File: src/rtl/pwm_fan_pkg.sv
// Shared types and elaboration helpers for the multi-channel PWM fan controller.
// Optional kick-start behaviour is selected with the PWM_FAN_KICK_EN macro.
package pwm_fan_pkg;

  localparam int STATE_W    = 2;
  localparam int DEF_PERIOD = 100;

  typedef enum logic [STATE_W-1:0] {
    CH_IDLE = 2'd0,
    CH_KICK = 2'd1,
    CH_RUN  = 2'd2
  } ch_state_e;

  function automatic int cnt_width(input int period);
    return $clog2(period + 1);
  endfunction

  localparam int DEF_CNT_W = cnt_width(DEF_PERIOD);

  // Evenly spaced duties from 0 up to max_duty, rounded down.
  function automatic int level_duty(input int level, input int max_duty, input int num_levels);
    return (level * max_duty) / (num_levels - 1);
  endfunction

  function automatic int kick_width(input int kick_periods);
    return (kick_periods < 1) ? 1 : $clog2(kick_periods + 1);
  endfunction

endpackage

File: src/rtl/pwm_fan_channel.sv
// One PWM channel: speed-code target, soft-ramped active duty and output compare.
// With PWM_FAN_KICK_EN defined, a full-on kick precedes ramping from standstill.
module pwm_fan_channel
  import pwm_fan_pkg::*;
#(
  parameter int PERIOD       = 100,
  parameter int LEVEL_W      = 2,
  parameter int MAX_DUTY     = 90,
  parameter int RAMP_STEP    = 10,
  parameter int KICK_PERIODS = 3,
  parameter int CNT_W        = cnt_width(PERIOD)
) (
  input  logic               clk_i,
  input  logic               rst_ni,
  input  logic               en_i,
  input  logic               boundary_i,
  input  logic [CNT_W-1:0]   cnt_i,
  input  logic [LEVEL_W-1:0] level_i,
  output logic               pwm_o,
  output logic               ramping_o,
  output ch_state_e          state_o
);

  localparam int NUM_LEVELS = 2 ** LEVEL_W;
  localparam int STEP_CLAMP = (RAMP_STEP > PERIOD) ? PERIOD : RAMP_STEP;
  localparam logic [CNT_W-1:0] STEP = CNT_W'(STEP_CLAMP);

  logic [CNT_W-1:0] duty_lut [NUM_LEVELS];
  for (genvar l = 0; l < NUM_LEVELS; l++) begin : g_lut
    assign duty_lut[l] = CNT_W'(level_duty(l, MAX_DUTY, NUM_LEVELS));
  end

  logic [CNT_W-1:0] target_q;
  logic [CNT_W-1:0] act_q;
  logic [CNT_W-1:0] slew_d;
  logic             pwm_q;
  logic             ramping_q;

  // Differences are compared before adding/subtracting so the step never overshoots or wraps.
  always_comb begin
    slew_d = act_q;
    if (RAMP_STEP == 0) begin
      slew_d = target_q;
    end else if (target_q > act_q) begin
      slew_d = ((target_q - act_q) > STEP) ? act_q + STEP : target_q;
    end else if (target_q < act_q) begin
      slew_d = ((act_q - target_q) > STEP) ? act_q - STEP : target_q;
    end
  end

  always_ff @(posedge clk_i or negedge rst_ni) begin
    if (!rst_ni) begin
      target_q <= '0;
    end else begin
      target_q <= duty_lut[level_i];
    end
  end

`ifdef PWM_FAN_KICK_EN
  localparam int KICK_W = kick_width(KICK_PERIODS);
  localparam logic [KICK_W-1:0] KICK_LOAD = KICK_W'(KICK_PERIODS);

  ch_state_e        state_q;
  logic [KICK_W-1:0] kick_cnt_q;
  logic [CNT_W-1:0] kick_exit;

  assign kick_exit = (RAMP_STEP == 0 || target_q < STEP) ? target_q : STEP;

  always_ff @(posedge clk_i or negedge rst_ni) begin
    if (!rst_ni) begin
      state_q    <= CH_IDLE;
      kick_cnt_q <= '0;
      act_q      <= '0;
      pwm_q      <= 1'b0;
      ramping_q  <= 1'b0;
    end else begin
      pwm_q     <= en_i && ((state_q == CH_KICK) || (cnt_i < act_q));
      ramping_q <= (state_q == CH_KICK) || (act_q != target_q);
      if (!en_i || (state_q == CH_KICK && target_q == '0)) begin
        state_q    <= CH_IDLE;
        kick_cnt_q <= '0;
        act_q      <= '0;
      end else if (boundary_i) begin
        if (state_q == CH_KICK) begin
          kick_cnt_q <= kick_cnt_q - KICK_W'(1);
          if (kick_cnt_q == KICK_W'(1)) begin
            state_q <= CH_RUN;
            act_q   <= kick_exit;
          end
        end else if (KICK_PERIODS > 0 && act_q == '0 && target_q != '0) begin
          state_q    <= CH_KICK;
          kick_cnt_q <= KICK_LOAD;
        end else begin
          act_q   <= slew_d;
          state_q <= (slew_d == '0) ? CH_IDLE : CH_RUN;
        end
      end
    end
  end

  assign state_o = state_q;
`else
  always_ff @(posedge clk_i or negedge rst_ni) begin
    if (!rst_ni) begin
      act_q     <= '0;
      pwm_q     <= 1'b0;
      ramping_q <= 1'b0;
    end else begin
      pwm_q     <= en_i && (cnt_i < act_q);
      ramping_q <= (act_q != target_q);
      if (!en_i) begin
        act_q <= '0;
      end else if (boundary_i) begin
        act_q <= slew_d;
      end
    end
  end

  assign state_o = (act_q == '0) ? CH_IDLE : CH_RUN;
`endif

  assign pwm_o     = pwm_q;
  assign ramping_o = ramping_q;

endmodule

File: src/rtl/pwm_fan_ctrl.sv
// Multi-channel PWM fan controller: shared period counter, enable and period-start pulse.
// Define PWM_FAN_KICK_EN to add the spin-up kick in every channel.
module pwm_fan_ctrl
  import pwm_fan_pkg::*;
#(
  parameter int NUM_CH       = 2,
  parameter int PERIOD       = 100,
  parameter int LEVEL_W      = 2,
  parameter int MAX_DUTY     = 90,
  parameter int RAMP_STEP    = 10,
  parameter int KICK_PERIODS = 3
) (
  input  logic                        i_100kHz,
  input  logic                        i_rst_n,
  input  logic                        i_en,
  input  logic [NUM_CH*LEVEL_W-1:0]   i_speed,
  output logic [NUM_CH-1:0]           o_pwm,
  output logic [NUM_CH-1:0]           o_ramping,
  output logic                        o_period_start,
  output logic [NUM_CH*STATE_W-1:0]   o_ch_state
);

  localparam int CNT_W = cnt_width(PERIOD);
  localparam logic [CNT_W-1:0] CNT_LAST = CNT_W'(PERIOD - 1);

  logic [CNT_W-1:0] cnt_q;
  logic [CNT_W-1:0] cnt_d;
  logic             ps_q;
  logic             boundary;

  assign cnt_d    = (cnt_q == CNT_LAST) ? '0 : cnt_q + CNT_W'(1);
  assign boundary = i_en && (cnt_q == CNT_LAST);

  // Disabling parks the counter at 0 so re-enable starts a fresh period.
  always_ff @(posedge i_100kHz or negedge i_rst_n) begin
    if (!i_rst_n) begin
      cnt_q <= '0;
      ps_q  <= 1'b0;
    end else if (!i_en) begin
      cnt_q <= '0;
      ps_q  <= 1'b0;
    end else begin
      cnt_q <= cnt_d;
      ps_q  <= (cnt_q == '0);
    end
  end

  assign o_period_start = ps_q;

  for (genvar c = 0; c < NUM_CH; c++) begin : g_ch
    ch_state_e ch_state;

    pwm_fan_channel #(
      .PERIOD       (PERIOD),
      .LEVEL_W      (LEVEL_W),
      .MAX_DUTY     (MAX_DUTY),
      .RAMP_STEP    (RAMP_STEP),
      .KICK_PERIODS (KICK_PERIODS),
      .CNT_W        (CNT_W)
    ) u_ch (
      .clk_i      (i_100kHz),
      .rst_ni     (i_rst_n),
      .en_i       (i_en),
      .boundary_i (boundary),
      .cnt_i      (cnt_q),
      .level_i    (i_speed[c*LEVEL_W +: LEVEL_W]),
      .pwm_o      (o_pwm[c]),
      .ramping_o  (o_ramping[c]),
      .state_o    (ch_state)
    );

    assign o_ch_state[c*STATE_W +: STATE_W] = ch_state;
  end

endmodule
File: config.mk
export PLATFORM = sky130hd
export DESIGN_NAME = pwm_fan_ctrl
export DESIGN_NICKNAME = d
export VERILOG_FILES = /design/src/rtl/pwm_fan_pkg.sv /design/src/rtl/pwm_fan_channel.sv /design/src/rtl/pwm_fan_ctrl.sv
export SDC_FILE = /design/constraint.sdc
export NUM_CORES = 1
export LEC_CHECK = 0
export BUFFER_PORTS_ARGS = -buffer_cell sky130_fd_sc_hd__buf_2
export CORE_UTILIZATION = 30
export CTS_BUF_LIST = sky130_fd_sc_hd__clkbuf_8 sky130_fd_sc_hd__clkbuf_16
export DETAILED_ROUTE_END_ITERATION = 8
export SYNTH_ARGS = -nofsm -noshare
export SYNTH_HDL_FRONTEND = slang
export SYNTH_SLANG_ARGS = --single-unit
File: constraint.sdc
create_clock -name i_100kHz -period 2.9 [get_ports i_100kHz]
set_clock_uncertainty 0.2 [all_clocks]
set_input_delay 0 -clock i_100kHz [delete_from_list [all_inputs] [get_ports i_100kHz]]
set_output_delay 0 -clock i_100kHz [all_outputs]
set_load 0.005 [all_outputs]
==> impl_results.md <==
* Worst flop-to-flop path startpoint: g_ch[0].u_ch.target_q[2]
* Crit path kind: reg2reg
* Leading area contributor after synthesis: dfrtp_1
* Worst r2r path cells at 8
* Sequential area share after synthesis at 26.0%
* Total global-route track usage at 13.5%
* Outcome: finished clean
* Period utilization at 95.7%
* Area of the core at 10,500 um^2
* Synth Register Bits at 34
* Synthesized area per cell at 8.81 um^2
* TritonRoute pass-1 iters at 4
* First-iteration detailed-routing DRC count at 127
* Total CTS buffers at 5
* Startpoint types: flop
* CP Capture Point: g_ch[0].u_ch.act_q[3]
* Worst skew pair latency at 0.29 ns
* Fin Hold WS at 0.136 ns
* Fill count at 1,087
* Congestion Overflow GR at 0
* Area contributors post-synth: dfrtp_1 26%, ha_1 18%, xnor2_1 6.4%
* Distinct cells, synth at 55
* Initial Util at 31.3%
* CTS tree: yes
* Via count at 2,690
* Crit path arrival time at 2.75 ns
* Worst Path Required at 2.88 ns
* CTS clk-pin slew, worst paths at 0.08 ns
* Die area at 11,300 um^2
* R2R Path End: g_ch[0].u_ch.act_q[3]
* Max-slew violation count at 0
* Crit-path max cell delay at 0.47 ns
* Worst VDD drop at 158 uV
* Residual DRC at 0
* Max Root-Sink Buffers at 2
* Die W at 107 um
* Yosys warns at 0
* Placer congestion estimate at 0.836
* DPL Wire Length at 5.68 mm
* Worst setup EP type: flop
* Final worst path period need at 2.77 ns
* Pin count of the biggest net entering global routing at 35
* Most common cell after layout, fill and taps aside: ha_1
* Worst rel slew slack at 47.6%
* Post-Synthesis Cell Area at 3280 um^2
* Vias per cell at 5.00
* WP buf/inv at 0
* Power Density at 315 nW/um^2
* Placement row count at 37
* Initial antenna violation count at 0
* Slew at the pin closest to its max-slew limit at 0.786 ns
* Root buf cell: clkbuf_8
* Dominant synthesized flop cell: dfrtp_1
* Worst hold path class: in2async
* Final Hold Fails at 0
* First-pass GRT wire length at 12.3 mm
* CP top delay family: compound AO/OA/AOI/OAI gates
* Synth-to-layout area growth at 13.9%
* Sink Count at 34
* Max Fclk at 360 MHz
* CP Launch Point: g_ch[0].u_ch.target_q[2]
* Slowest cell on crit path: dfrtp_1
* DRT Wirelength at 7.20 mm
* Wire per inst at 13.4 um
* Nets at 458
* IO Count at 16
* Share of synthesized flip-flops with an asynchronous set or reset at 100%
* Top-area cell type share of the netlist area at 26.0%
* Max-cap violations at 0
* Mapped Cells at 372
* CP Depth at 8
* Chip height at 107 um
* Worst path cell trace: ha_1, nor2b_2, o22ai_2, a221o_1, o211ai_2, nand2b_4, or3_1, a32o_1
* FF-to-FF setup slack at 0.13 ns
* Layout cells sized above 1 at 15.4%
* Port buffer count at 13
* ANT cells at 0
* H-Tree Level Count at 2
* Worst Path Max Fanout at 7
* Final Instance Area at 3730 um^2
* Dpl cell area at 3550 um^2
* Routed Antenna Nets at 0
* Pleak at 1.66 nW
* Final setup violation count at 0
* Commonest non-fill, non-tap cells in the layout: 45 x ha_1, 37 x inv_1, 34 x dfrtp_1
* Core Util, Final at 35.7%
* Post-synth EDFFs at 0
* Vias in the first global route at 2,575
## cell usage after synthesis (3+ instances only)
cell type	n
xnor2_1	24
nor2_1	20
o21a_1	7
a21oi_1	12
nor3_1	9
o221ai_1	4
nand4_1	5
xor2_1	4
o21ai_0	24
buf_4	6
mux2i_1	10
inv_1	37
or3_1	3
nand2b_1	5
dfrtp_1	34
and2_1	4
ha_1	48
a221o_1	6
buf_2	4
nand3_1	7
nand2_1	32
nor2b_1	11
clkbuf_1	7
## worst min-delay path by stage
stage	to	depth (start not counted)	slack (ns)	from
after global placement	g_ch[1].u_ch.act_q[5]	1	-0.06	i_rst_n
after global routing	g_ch[0].u_ch.target_q[1]	2	0.19	i_speed[0]
after CTS	g_ch[0].u_ch.target_q[1]	2	0.17	i_rst_n
after floorplan	cnt_q[0]	0	-0.50	i_rst_n
final	g_ch[0].u_ch.target_q[4]	2	0.14	i_rst_n
after detailed placement	g_ch[1].u_ch.target_q[6]	1	-0.06	i_rst_n
## worst register-to-register path, cell delays in order, from the launching register on
cell      delay, ns
dfrtp_1        0.47
ha_1           0.40
nor2b_2        0.20
o22ai_2        0.24
a221o_1        0.23
o211ai_2       0.12
nand2b_4       0.21
or3_1          0.36
a32o_1         0.26
## final cells by class
cell class	instances	area, um^2	share of cell area (%)
clock buffers	6	82.6	2.21
clock inverters	2	8.76	0.235
repair buffers	40	283	7.57
multi-input cells	283	2200	58.9
well taps	136	170	4.56
inverters	37	139	3.72
flip-flops and latches	34	851	22.8
## state kept, by name (all words and copies together) (netlist names)
| signal | count |
|---|---|
| g_ch.u_ch.ramping_o | 2 |
| g_ch.u_ch.act_q | 12 |
| g_ch.u_ch.target_q | 10 |
| g_ch.u_ch.pwm_o | 2 |
| o_period_start | 1 |
| cnt_q | 7 |
## kinds of logic (layout without fill, tap and decap cells)
logic type	after synthesis	after routing	synth area share, %
other	1	2	0.114
AO/OA/AOI/OAI	80	80	17.3
adder cells (fa/ha/maj)	50	50	19.5
buffers and inverters	56	85	7.71
AND/OR/NAND/NOR	113	113	18.8
XOR/XNOR	28	28	7.48
flip-flops	34	34	26.0
multiplexers	10	10	3.05
## power breakdown
group | switching [W] | total [W] | internal (W) | leakage [nW]
Sequential | 0.0000207 | 0.000514 | 0.000493 | 0.439
Clock | 0.000173 | 0.000362 | 0.000188 | 0.0524
Combinational | 0.000166 | 0.000303 | 0.000136 | 1.17
## routing by layer
| layer | vias to the layer above | share of wire [%] | wire length (um) | track usage, % |
|---|---|---|---|---|
| met2 | 41 | 46 | 3300 | 22.0 |
| met5 | - | 0 | 0 | 0 |
| met1 | 1296 | 49 | 3560 | 18.5 |
| li1 | 1345 | - | - | - |
| met4 | 0 | 1.4 | 101 | 3.62 |
| met3 | 8 | 3.3 | 236 | 2.33 |
## per-stage QoR
step                std cells  setup TNS (ns)  power, W  setup slack [ns]
finish                    538               0   0.00118             0.125
CTS                       537               0   0.00119            0.0621
detailed placement        523               0  0.000814            0.0915
floorplan                 373               0  0.000742            0.0164
global placement          523               0  0.000809             0.124
global route              538         -0.0110   0.00126          -0.00777
## timing repair
item / 4_1_cts / 5_1_grt
endpoints found under the hold margin: 54 / 0
buffers inserted: 0 / 1
hold buffers: 6 / 0
resized for setup: 0 / 9
endpoints found under the setup margin: 0 / 8
No activity file was read; power rests on OpenSTA's default activity.
